--- src/rtl/btn_debounce.sv ---
// Two-channel push-button debouncer for the paddle controls.
// Each channel has a 2-flop synchronizer, a four-state debounce FSM and an
// auto-repeat counter. Both channels feed a mutually exclusive move output.
module btn_debounce #(
    parameter int unsigned DB_TICKS      = 1000000,
    parameter int unsigned REPEAT_DELAY  = 30000000,
    parameter int unsigned REPEAT_PERIOD = 10000000
) (
    input  logic       clk,
    input  logic       reset,
    input  logic [1:0] btn_raw,
    output logic [1:0] btn_db,
    output logic [1:0] btn_tick,
    output logic [1:0] move
);

    localparam int unsigned   CW        = (DB_TICKS < 2) ? 1 : $clog2(DB_TICKS);
    localparam logic [CW-1:0] CNT_LAST  = CW'(DB_TICKS - 1);
    localparam int unsigned   RMAX      = (REPEAT_DELAY > REPEAT_PERIOD) ? REPEAT_DELAY : REPEAT_PERIOD;
    localparam int unsigned   RW        = $clog2(RMAX + 1);
    localparam logic [RW-1:0] R_DELAY   = RW'(REPEAT_DELAY);
    localparam logic [RW-1:0] R_PERIOD  = RW'(REPEAT_PERIOD);
    localparam logic          REPEAT_EN = (REPEAT_DELAY != 0);

    typedef enum logic [1:0] {
        ZERO  = 2'd0,
        WAIT1 = 2'd1,
        ONE   = 2'd2,
        WAIT0 = 2'd3
    } state_t;

    logic [1:0]    sync1;
    logic [1:0]    sync2;
    state_t        state     [2];
    state_t        state_nxt [2];
    logic [CW-1:0] cnt       [2];
    logic [CW-1:0] cnt_nxt   [2];
    logic [RW-1:0] rcnt      [2];
    logic [RW-1:0] rcnt_nxt  [2];
    logic [1:0]    armed;
    logic [1:0]    armed_nxt;
    logic [1:0]    rep;
    logic [1:0]    rep_nxt;
    logic [1:0]    db_nxt;
    logic [1:0]    tick_nxt;
    logic [1:0]    held;
    logic [1:0]    enter_one;

    // Two-flop synchronizer per raw button bit.
    always_ff @(posedge clk or negedge reset) begin
        if (!reset) begin
            sync1 <= '0;
            sync2 <= '0;
        end else begin
            sync1 <= btn_raw;
            sync2 <= sync1;
        end
    end

    // Debounce next-state, output decode and auto-repeat bookkeeping per channel.
    always_comb begin
        for (int unsigned i = 0; i < 2; i++) begin
            state_nxt[i] = state[i];
            cnt_nxt[i]   = cnt[i];
            case (state[i])
                ZERO: begin
                    if (sync2[i]) begin
                        state_nxt[i] = WAIT1;
                        cnt_nxt[i]   = '0;
                    end
                end
                WAIT1: begin
                    if (!sync2[i])
                        state_nxt[i] = ZERO;
                    else if (cnt[i] == CNT_LAST)
                        state_nxt[i] = ONE;
                    else
                        cnt_nxt[i] = cnt[i] + 1'b1;
                end
                ONE: begin
                    if (!sync2[i]) begin
                        state_nxt[i] = WAIT0;
                        cnt_nxt[i]   = '0;
                    end
                end
                WAIT0: begin
                    if (sync2[i])
                        state_nxt[i] = ONE;
                    else if (cnt[i] == CNT_LAST)
                        state_nxt[i] = ZERO;
                    else
                        cnt_nxt[i] = cnt[i] + 1'b1;
                end
                default: state_nxt[i] = ZERO;
            endcase

            db_nxt[i]    = (state_nxt[i] == ONE) || (state_nxt[i] == WAIT0);
            tick_nxt[i]  = (state[i] == WAIT1) && (state_nxt[i] == ONE);
            held[i]      = ((state[i] == ONE) || (state[i] == WAIT0)) && db_nxt[i];
            enter_one[i] = (state_nxt[i] == ONE) && (state[i] != ONE);

            // One counter serves both intervals: it restarts after every pulse
            // and 'armed' switches its target from the delay to the period.
            rcnt_nxt[i]  = '0;
            armed_nxt[i] = 1'b0;
            rep_nxt[i]   = 1'b0;
            if (held[i] && !enter_one[i]) begin
                armed_nxt[i] = armed[i];
                rcnt_nxt[i]  = (rcnt[i] != '1) ? rcnt[i] + 1'b1 : rcnt[i];
                if (REPEAT_EN && (rcnt_nxt[i] == (armed[i] ? R_PERIOD : R_DELAY))) begin
                    rep_nxt[i]   = 1'b1;
                    rcnt_nxt[i]  = '0;
                    armed_nxt[i] = 1'b1;
                end
            end
        end
    end

    // State, counters and registered outputs; move blocks a channel while the other is held.
    always_ff @(posedge clk or negedge reset) begin
        if (!reset) begin
            for (int unsigned i = 0; i < 2; i++) begin
                state[i] <= ZERO;
                cnt[i]   <= '0;
                rcnt[i]  <= '0;
            end
            armed    <= '0;
            rep      <= '0;
            btn_db   <= '0;
            btn_tick <= '0;
            move     <= '0;
        end else begin
            for (int unsigned i = 0; i < 2; i++) begin
                state[i] <= state_nxt[i];
                cnt[i]   <= cnt_nxt[i];
                rcnt[i]  <= rcnt_nxt[i];
            end
            armed    <= armed_nxt;
            rep      <= rep_nxt;
            btn_db   <= db_nxt;
            btn_tick <= tick_nxt;
            move     <= (btn_tick | rep) & ~{btn_db[0], btn_db[1]};
        end
    end

endmodule

--- config.mk ---
export PLATFORM = sky130hd
export DESIGN_NAME = btn_debounce
export DESIGN_NICKNAME = d
export VERILOG_FILES = /design/src/rtl/btn_debounce.sv
export SDC_FILE = /design/constraint.sdc
export NUM_CORES = 1
export LEC_CHECK = 0
export ABC_AREA = 1
export ABC_CLOCK_PERIOD_IN_PS = 2700
export BUFFER_PORTS_ARGS = -buffer_cell sky130_fd_sc_hd__buf_4
export CAP_MARGIN = 30
export CORE_MARGIN = 5
export CORE_UTILIZATION = 30
export DETAILED_ROUTE_END_ITERATION = 12
export PLACE_DENSITY = 0.41
export SLEW_MARGIN = 20
export SYNTH_ARGS = -nofsm -noshare
export SYNTH_HDL_FRONTEND = slang
export SYNTH_SLANG_ARGS = --single-unit
--- constraint.sdc ---
create_clock -name clk -period 2.7 [get_ports clk]
set_input_delay 0 -clock clk [delete_from_list [all_inputs] [get_ports clk]]
set_output_delay 0 -clock clk [all_outputs]
set_load 0.005 [all_outputs]
Word-level counts from Yosys, hierarchy flattened:

Cells that the tools add are included.

* flip-flop bits (word level): 108
* bits of input ports: 4
* output and inout port bits: 6
* logic and storage cells: 109

* add/subtract/negate cells: 4
* equality and inequality tests: 28
* mux-type cells: 42
* bitwise logic cells: 3
* reductions and logical operators: 18

Operators by type and width (number)
* $mux W20: 10
* $mux W25: 8
* $pmux W20 S4: 2
* $add A25 B1 Y25 const B: 2
* $eq A25 B25 Y1: 2
* $ne A25 B25 Y1 const B: 2
* $add A20 B1 Y20 const B: 2
* $eq A20 B20 Y1 const B: 2
* $mux W2: 12
* $ne A2 B2 Y1 const B: 10
* $eq A2 B2 Y1 const B: 8
* $pmux W2 S4: 2
* $logic_and A1 B1 Y1: 8
* $mux W1: 8
* $reduce_and A4 Y1: 2
* $eq A2 B1 Y1 const B: 2
* $logic_not A2 Y1: 2
* $logic_or A1 B1 Y1: 4
* $ne A2 B1 Y1 const B: 2
* $and A2 B2 Y2: 1
* $logic_not A1 Y1: 2
* $not A2 Y2: 1
* $or A2 B2 Y2: 1

Logic depth before layout (Yosys ltp):

Gate-level depths: netlist of run 1.

* word-level depth: 9
* gate-level depth with buffers: 18
* gate-level depth less buffers: 16

Worst setup path before layout of run 1:

No wires, ideal clock.

* path type: reg-to-reg
* from: register rcnt[0] (netlist name)
* to: register rcnt[19] (netlist name)
* library setup time: 0.123 ns
* arrival time: 2.110 ns
* required time: 2.577 ns
* slack: 0.467 ns
* cell stages (with the launch flop): 17
* buffers on the path: 2
* period minus slack after synthesis: 2.233 ns
* cell sequence: dfrtp_1 -> ha_1 -> nand2_1 -> nor2_4 -> nand2_2 -> nor2_4 -> nand2_2 -> buf_6 -> nand2_1 -> nand2_1 -> nor2_1 -> nand3_1 -> nor2_2 -> nand3_2 -> nand2_2 -> buf_6 -> nor2_2

RTL lines
* from (decl): RTL line 38 `logic [RW-1:0] rcnt [2];`
* from (signal, indexed assignment): RTL line 136 `rcnt[i] <= rcnt_nxt[i];`

Worst setup path after layout of run 1:

* from: register cnt[20] (netlist name)
* to: register rep[0]

* longest elaborated chain between the ends: 9
* elaborated cells on any way between the ends: 14
* classes of those cells: 3 x eq/ne; 6 x mux; 5 x reduce/logical

Ends and longest elaborated chain
* from (decl): RTL line 36 `logic [CW-1:0] cnt [2];`
* from (signal, indexed assignment): RTL line 135 `cnt[i] <= cnt_nxt[i];`
* $eq A20 B20 Y1 *: RTL line 75, 89
* $mux W2 (on tied branches): RTL line 89, 75
* $mux W2 (on tied branches): RTL line 87, 73
* $pmux W2 S4 *: RTL line 65 `case (state[i])`
* $eq A2 B2 Y1 (on tied branches): RTL line 97, 100
* $logic_or A1 B1 Y1 / $logic_and A1 B1 Y1 (equally long branches): RTL line 97, 100
* $logic_and A1 B1 Y1 / $logic_not A1 Y1 (equally long branches): RTL line 99, 107
* $logic_and A1 B1 Y1 *: RTL line 107 `if (held[i] && !enter_one[i]) begin`
* $mux W1 *: RTL line 107
* net rep_nxt[0]: RTL line 43 `logic [1:0] rep_nxt;`
* to (signal assigned): RTL line 139 `rep <= rep_nxt;`
* to (decl): RTL line 42 `logic [1:0] rep;`

The timed path passes the listed nets; every way through them passes the cells marked *.
A chain may end at the register's enable or synchronous reset.

==> impl_metrics.yaml, run 1 <==
final_layout:
  fillers: 2251
  fin_cells: 1207
  layout-drive-gt1-share_pct: 9.76
  final_cell_mix: "nand2_1, nor2_1, dfrtp_1"
  final_nets: 935
  areaGrowthSynthToFinish_pct: 13.0
  antennaDiodeCount: 0
  mostFrequentLayoutCell: "nand2_1"
  register_area_um2: 2700
  final_util_pct: 34.7
  multi_input_area_um2: 3310
  finalInstanceArea_um2: 7340
grt:
  grt_pass1_wl_mm: 29.3
  grt_overflow_total: 0
  first_global_vias: 5642
  antenna_found_initial: 0
  grt_use_total_pct: 14.8
  grt_start_max_net_pins: 48
logic_synthesis:
  ys_types: 37
  syn_avg_cell_area_um2: 7.25
  seq_area_frac_synth_pct: 41.6
  yosysWarnings: 0
  synthTopCellsByArea: "dfrtp_1, nand2_1, nor2_1, inv_1, nand3_1"
  synth_top_area_share_pct: 41.6
  synth_seq_cells: 108
  synth_top_area_cell: "dfrtp_1"
  syn-num-nets: 903
  netlist_instances: 895
  syn_area_um2: 6490
clock_tree:
  clkSinkCount: 108
  ctsLongestPathBuffers: 2
  cts_buffers: 9
  clock_latency_ns: 0.35
  cts_setup_buffers: 0
  cts_tree: "yes"
  cts-root-buf: "clkbuf_16"
  htree_levels: 3
  cts.clk_slew.worst_paths_ns: 0.07
critical_path:
  critPathKind: "reg -> reg"
  slowest_stage: "a21oi_1"
  worstPathRequired_ns: 2.96
  cp_cell_sequence: "ha_1, nand3_1, nor3_1, nand3_1, nand2_1, a21oi_1, inv_1, nor2_1"
  crit_fanout: 11
  cp.arrival_ns: 2.68
  cp_common_cell: "nand3_1"
  start_kind: "register"
  cpPeakStageDelay_ns: 0.63
  crit_family: "simple AND/OR/NAND/NOR gates"
  crit_buf_inv: 1
  end_kind: "register"
placement:
  port_buffers: 9
  pre_cts_slack_ns: 0.117
  dp.cells: 1188
  gp_congestion: 0.887
  placed_area_um2: 7020
  hpwl_mm: 13.4
floorplanning:
  core-area_um2: 21200
  pin_count: 10
  die_w_um: 157
  start_util_pct: 30.7
  die_y_um: 157
  die_area_um2: 24700
  rows: 53
routing:
  wl_per_cell_um: 14.2
  post-route-drc-count: 0
  vias: 5598
  drt_iter0_drc: 314
  wirelength_mm: 17.2
  first_pass_iters: 5
  ant_nets: 0
  viasPerCell: 4.64
power:
  p_total_mw: 3.02
  peakVddDrop_uv: 362
  power_density_nw_per_um2: 412
  p_leak_nw: 3.13
worst_hold_path:
  worstHoldPathType: "in -> async"
timing:
  finalSetupTns_ns: 0
  period_share_pct: 89.9
  max_slew.worst_pin.slew_ns: 0.794
  setup_ws_ns: 0.274
  max_freq_mhz: 412
  period_minus_slack_ns: 2.43
  setup_viol: 0
  rsz0062_at_grt: "no"
  drv_slew: 0
  fin_skew_ns: 0.0110
  hold_violations: 0
  slew_headroom_pct: 47.1
  holdWs_ns: 0.143
job:
  max_cap_viol_count: 0
run_status:
  outcome: "complete, no violations"
-- logic make-up (layout without fill, tap and decap cells) --
kind of cell / count (synthesis) / count (layout) / share of synthesized area (%)
simple gates: 549 / 549 / 37.5
buf+inv: 120 / 157 / 7.57
flops: 108 / 108 / 41.6
compound gates: 71 / 71 / 6.48
xor+xnor: 43 / 43 / 6.01
fa+ha+maj: 4 / 4 / 0.771
-- area by class of cell --
cell class                 instances  share of cell area [%]
multi-input combinational        667                    45.2
sequential                       108                    36.8
inverter                         104                    5.32
tap                              275                    4.69
timing repair buffer              37                    4.23
clock buffer                      10                    3.12
clock inverter                     6                   0.665
-- layer usage --
metal	part of all wire (%)	GRT usage, %	routed length [um]
met4	1.5	4.22	252
met1	51	21.3	8790
met2	46	23.7	7830
met5	0	0	0
met3	1.7	1.62	293
-- final timing paths --
check	depth (start not counted)	slack (ns)	endpoint	from
setup reg to reg	8	0.27	rep[0]$_DFF_PN0_	cnt[20]$_DFFE_PN0P_
hold / removal	2	0.14	cnt[0]$_DFFE_PN0P_	reset
hold reg to reg	0	0.35	sync2[1]$_DFF_PN0_	sync1[1]$_DFF_PN0_
setup / recovery	8	0.27	rep[0]$_DFF_PN0_	cnt[20]$_DFFE_PN0P_
max in group asynchronous	3	1.80	rcnt[40]$_DFF_PN0_	reset
min in group clk	2	0.30	sync1[1]$_DFF_PN0_	btn_raw[1]
-- power breakdown --
part / switching (mW) / leakage (nW) / internal [mW]
logic: 0.0765 / 1.50 / 0.0274
registers: 0.0131 / 1.49 / 1.63
clock network: 0.635 / 0.131 / 0.638
total: 0.724 / 3.13 / 2.30
-- state kept, by name (all words and copies together) (netlist names) --
name / flops
rcnt: 50
cnt: 40
state: 4
armed: 2
btn_db: 2
btn_tick: 2
move: 2
rep: 2
sync1: 2
sync2: 2
-- synthesized netlist by cell type --
master / instances
buf_12: 1
nor2_2: 22
inv_2: 1
dfrtp_1: 108
inv_1: 101
xnor2_1: 10
nor4_1: 7
nor2_4: 5
o211ai_1: 1
and2_1: 1
o21bai_1: 4
nand4_1: 27
clkinv_1: 2
nand2_2: 7
a21oi_1: 21
o21ai_0: 22
o21ai_1: 1
buf_6: 3
nor3b_1: 5
nor2_1: 130
nand3_2: 1
o31ai_1: 16
nand2_4: 2
or2_2: 3
ha_1: 4
o21a_1: 1
clkbuf_1: 10
nand2_1: 241
nand3b_1: 3
xnor3_1: 1
buf_2: 2
xor2_1: 32
a31oi_1: 4
nor3_1: 29
nand3_1: 65
or3_1: 1
o211a_1: 1
-- repair_timing --
item	in CTS	in global routing
resized for setup	0	3
hold buffers	3	0
endpoints found under the hold margin	35	0
endpoints found under the setup margin	0	14
-- worst register-to-register path, cell delays in order (launching register included) --
cell     delay, ns
dfrtp_1       0.41
ha_1          0.24
nand3_1       0.15
nor3_1        0.08
nand3_1       0.09
nand2_1       0.09
a21oi_1       0.63
inv_1         0.40
nor2_1        0.24
No activity file was read; power rests on OpenSTA's default activity.
==> inputs of run 2 (changes only) <==
- CORE_UTILIZATION: 30 -> 55
- PLACE_DENSITY: 0.41 -> 0.68
==> run 2 against run 1 <==
Core utilization up 27 points. Via count grew 2.9%. Clock skew down 0.0042 ns. Die area decreased by 43%. Global-route usage grew 7.6 points. Routed wire length fell by 14%. Sequential power is essentially flat. Register-to-register slack worse by 0.02 ns. Largest cell class unchanged.
==> impl_metrics.yaml, run 2 (synthesis gave the netlist of run 1 again) <==
grt:
  first_global_vias: 5560
  grt_use_total_pct: 22.4
  antenna_found_initial: 0
  grt_start_max_net_pins: 109
  grt_overflow_total: 0
  grt_pass1_wl_mm: 26.0
clock_tree:
  clock_latency_ns: 0.35
  cts.clk_slew.worst_paths_ns: 0.07
  cts_buffers: 9
  htree_levels: 3
  ctsLongestPathBuffers: 2
  cts_tree: "yes"
  clkSinkCount: 108
  cts-root-buf: "clkbuf_16"
final_layout:
  areaGrowthSynthToFinish_pct: 9.44
  finalInstanceArea_um2: 7110
  multi_input_area_um2: 3320
  register_area_um2: 2700
  layout-drive-gt1-share_pct: 8.90
  final_util_pct: 61.7
  antennaDiodeCount: 0
  final_cell_mix: "nand2_1, nor2_1, dfrtp_1"
  mostFrequentLayoutCell: "nand2_1"
  fillers: 1020
  largest_reg_flops: 50
  final_nets: 924
  reg_top3: "rcnt: 50 flops, cnt: 40 flops, state: 4 flops"
  largest_register: "rcnt"
critical_path:
  worstPathRequired_ns: 2.93
  crit_family: "simple AND/OR/NAND/NOR gates"
  critPathKind: "reg -> reg"
  cp_cell_sequence: "ha_2, inv_1, nor2_4, nand2_4, nor2_4, buf_4, nand2_1, nand2_1, nand2_1, nand2_1, nand3_1, nor2_1, nand3_1, nor2_2, nand2_2, nand2_8, nor2_1"
  cp.arrival_ns: 2.68
  slowest_stage: "dfrtp_1"
  timing.rr.start: "rcnt[26]$_DFF_PN0_"
  cp_common_cell: "nand2_1"
  crit_fanout: 13
  reg2reg_to: "rcnt[33]$_DFF_PN0_"
  r2r_slack_ns: 0.25
  start_kind: "register"
  end_kind: "register"
  crit_path_start: "rcnt[26]$_DFF_PN0_"
  crit_buf_inv: 2
  ff2ff_path_depth: 17
  cpPeakStageDelay_ns: 0.43
floorplanning:
  die_area_um2: 14100
  start_util_pct: 56.4
  die_y_um: 119
  rows: 39
  core-area_um2: 11500
  pin_count: 10
  die_w_um: 119
routing:
  wirelength_mm: 14.8
  wl_per_cell_um: 13.9
  ant_nets: 0
  drt_iter0_drc: 405
  viasPerCell: 5.41
  dr_wl_met3_um: 874
  first_pass_iters: 5
  post-route-drc-count: 0
  vias: 5760
  met1Wirelength_mm: 6.91
  highest_layer: "met4"
  wl_met2_mm: 6.77
job:
  max_cap_viol_count: 0
worst_hold_path:
  worstHoldPathType: "in -> async"
timing:
  setup_viol: 0
  slew_headroom_pct: 54.0
  finalSetupTns_ns: 0
  drv_slew: 0
  period_share_pct: 90.6
  rsz0062_at_grt: "no"
  hold_violations: 0
  max_freq_mhz: 409
  period_minus_slack_ns: 2.45
  fin_skew_ns: 0.00678
  max_slew.worst_pin.slew_ns: 0.684
power:
  power_density_nw_per_um2: 431
  p_total_mw: 3.06
  p_leak_nw: 3.08
  peakVddDrop_uv: 383
run_status:
  outcome: "complete, no violations"
placement:
  port_buffers: 9
  placed_area_um2: 6760
  gp_congestion: 0.977
  hpwl_mm: 11.3
==> run 2: changes by cell type in the layout (fill, tap and decap cells not counted), sizes merged <==
cell      previous run  this run
buf                 34        23
bufinv               0         1
clkinvlp             2         0
inv                104       105
==> run 2: how the worst max path moves through the flow <==
stage,to,cells past startpoint
global route,rcnt[49]$_DFF_PN0_,15
CTS,rcnt[32]$_DFF_PN0_,14
finish,rcnt[33]$_DFF_PN0_,17
floorplan,rcnt[19]$_DFF_PN0_,16
detailed placement,rcnt[33]$_DFF_PN0_,14
global placement,rcnt[33]$_DFF_PN0_,14
==> run 2: per-stage QoR <==
step	std cells	worst slack [ns]	hold slack, ns
after floorplan	895	0.467	-0.296
after global placement	1045	0.197	0.110
after detailed placement	1045	0.137	0.111
after CTS	1064	0.123	0.288
after global routing	1064	0.00434	0.293
final	1064	0.253	0.216
==> run 2: report_power, final <==
part / switching, mW / total [mW] / leakage (nW) / internal (mW)
Combinational: 0.0720 / 0.0962 / 1.44 / 0.0242
Sequential: 0.0132 / 1.65 / 1.49 / 1.63
Clock: 0.592 / 1.32 / 0.149 / 0.730
==> run 2: metal layers <==
layer / vias up / track usage [%]
met5: - / 0
met4: 0 / 5.58
met3: 17 / 4.92
met2: 168 / 35.3
met1: 2659 / 31.7
li1: 2916 / -
==> run 2: what timing repair did <==
| action | 4_1_cts | 5_1_grt |
|---|---|---|
| hold endpoints to repair | 110 | 0 |
| endpoints found under the setup margin | 0 | 15 |
| resized for setup | 0 | 6 |
| hold buffers | 3 | 0 |
| buffers inserted | 0 | 0 |
==> run 2: worst reg2reg max path, delay by kind of cell, from the launching register on <==
| kind | cells | cell delay [ns] |
|---|---|---|
| flops | 1 | 0.43 |
| simple gates | 14 | 1.37 |
| fa+ha+maj | 1 | 0.27 |
| buf+inv | 2 | 0.27 |
==> run 2: cell type report <==
| cell class | count | area share (%) |
|---|---|---|
| Multi-Input combinational cell | 667 | 46.7 |
| Tap cell | 143 | 2.52 |
| Inverter | 104 | 5.49 |
| Clock buffer | 10 | 3.22 |
| Clock inverter | 6 | 0.968 |
| Timing Repair Buffer | 26 | 3.03 |
| Sequential cell | 108 | 38.1 |
==> inputs of run 3 (changes only) <==
- SETUP_SLACK_MARGIN: not set -> 0.4
==> run 3 against run 2 <==
Total power up 0.27%. Final cell count up 2.3%. Sequential cell count unchanged. Routed wire length up 7.0%. Sequential power about the same. Critical path depth unchanged. Final area up 6.7%. First-iteration DRC count up 10%. Via count up 3.7%. Global-route usage up 0.48 points. Non-clock buffer count up 23. Clock skew down 0.0012 ns. Largest cell class unchanged. Highest routed layer unchanged.
==> impl_metrics.yaml, run 3 (synthesis gave the netlist of run 1 again) <==
run_status:
  outcome: "complete, no violations"
placement:
  hpwl_mm: 11.3
  gp_congestion: 0.977
  pre_cts_slack_ns: 0.137
  port_buffers: 9
routing:
  viasPerCell: 5.48
  post-route-drc-count: 0
  wirelength_mm: 15.8
  ant_nets: 0
  first_pass_iters: 5
  vias: 5971
  drt_iter0_drc: 446
  wl_per_cell_um: 14.5
clock_tree:
  cts_buffers: 9
  cts.clk_slew.worst_paths_ns: 0.07
  clkSinkCount: 108
  clock_latency_ns: 0.35
  ctsLongestPathBuffers: 2
  cts_tree: "yes"
  htree_levels: 3
  cts-root-buf: "clkbuf_16"
critical_path:
  crit_fanout: 7
  end_kind: "register"
  start_kind: "register"
  timing.rr.start: "rcnt[26]$_DFF_PN0_"
  cp_cell_sequence: "ha_4, inv_4, nor2_4, nand2_4, nor2_4, buf_6, nand2_4, nand2_2, nand2_1, nand2_1, nand3_2, nor2_2, nand3_2, nor2_4, nand2_4, nand2_8, nor2_1"
  reg2reg_to: "rcnt[33]$_DFF_PN0_"
  cpPeakStageDelay_ns: 0.43
  critPathKind: "reg -> reg"
  worstPathRequired_ns: 2.94
  ff2ff_path_depth: 17
  cp.arrival_ns: 2.52
  r2r_slack_ns: 0.42
  slowest_stage: "dfrtp_1"
grt:
  antenna_found_initial: 0
  first_global_vias: 5594
  grt_overflow_total: 0
  grt_use_total_pct: 22.9
  grt_pass1_wl_mm: 26.4
  grt_start_max_net_pins: 109
final_layout:
  fillers: 959
  largest_reg_flops: 50
  multi_input_area_um2: 3610
  areaGrowthSynthToFinish_pct: 16.8
  antennaDiodeCount: 0
  final_nets: 949
  register_area_um2: 2700
  mostFrequentLayoutCell: "nand2_1"
  final_cell_mix: "nand2_1, dfrtp_1, nor2_1"
  layout-drive-gt1-share_pct: 17.1
  reg_top3: "rcnt: 50 flops, cnt: 40 flops, state: 4 flops"
  largest_register: "rcnt"
worst_hold_path:
  worstHoldPathType: "in -> async"
timing:
  period_minus_slack_ns: 2.28
  drv_slew: 0
  rsz0062_at_grt: "yes"
  max_slew.worst_pin.slew_ns: 0.673
  setup_ws_ns: 0.416
  hold_violations: 0
  fin_skew_ns: 0.00562
  slew_headroom_pct: 54.7
  setup_viol: 0
  period_share_pct: 84.6
  max_freq_mhz: 438
  finalSetupTns_ns: 0
floorplanning:
  die_y_um: 119
  pin_count: 10
  die_w_um: 119
  rows: 39
  start_util_pct: 56.4
  core-area_um2: 11500
  die_area_um2: 14100
power:
  power_density_nw_per_um2: 405
  peakVddDrop_uv: 384
  p_leak_nw: 3.25
job:
  max_cap_viol_count: 0
==> run 3: layout make-up <==
type,instances,share of cell area [%]
well taps,143,2.36
flip-flops and latches,108,35.7
clock buffers,10,3.02
inverters,104,5.23
repair buffers,49,5.26
clock inverters,6,0.907
multi-input cells,669,47.6
==> run 3: where the power goes <==
group	internal, mW	switching, mW
Sequential	1.63	0.0132
Combinational	0.0244	0.0725
Clock	0.730	0.599
==> run 3: how the worst max path moves through the flow <==
stage          slack, ns  cells past startpoint            endpoint          startpoint
2_1_floorplan       0.47                     16  rcnt[19]$_DFF_PN0_   rcnt[0]$_DFF_PN0_
3_3_place_gp        0.20                     14  rcnt[33]$_DFF_PN0_  rcnt[26]$_DFF_PN0_
3_5_place_dp        0.14                     14  rcnt[33]$_DFF_PN0_  rcnt[25]$_DFF_PN0_
4_1_cts             0.40                     17  rcnt[32]$_DFF_PN0_  rcnt[25]$_DFF_PN0_
5_1_grt             0.30                     15   rcnt[8]$_DFF_PN0_   rcnt[0]$_DFF_PN0_
6_report            0.42                     17  rcnt[33]$_DFF_PN0_  rcnt[26]$_DFF_PN0_
==> run 3: worst max-delay path, delay by kind of cell (launching register included) <==
family | cells | cell delay, ns
flops | 1 | 0.43
buf+inv | 2 | 0.19
simple gates | 14 | 1.36
fa+ha+maj | 1 | 0.19
==> run 3: per-stage QoR <==
stage	power [mW]	instance area (um^2)	hold slack [ns]	cells	util, %
after floorplan	1.72	6490	-0.296	895	-
after global placement	1.77	6760	0.110	1045	58.7
after detailed placement	1.77	6760	0.111	1045	58.7
after CTS	3.11	7200	0.288	1069	62.5
after global routing	3.20	7580	0.293	1089	65.9
final	3.07	7580	0.210	1089	65.9
==> run 3: repair_timing <==
action | CTS | global route
gates cloned | 2 | 0
setup buffers | 3 | 20
gates resized for setup | 12 | 69
pin swaps | 6 | 25
endpoints found under the hold margin | 110 | 0
hold buffers | 3 | 0
endpoints found under the setup margin | 28 | 34
==> run 3: layer usage <==
metal / share of wire, % / up-vias / track usage (%)
li1: - / 2966 / -
met1: 45 / 2798 / 32.5
met2: 47 / 180 / 36.5
met3: 6.3 / 27 / 4.78
met4: 1.7 / 0 / 5.00
met5: 0 / - / 0
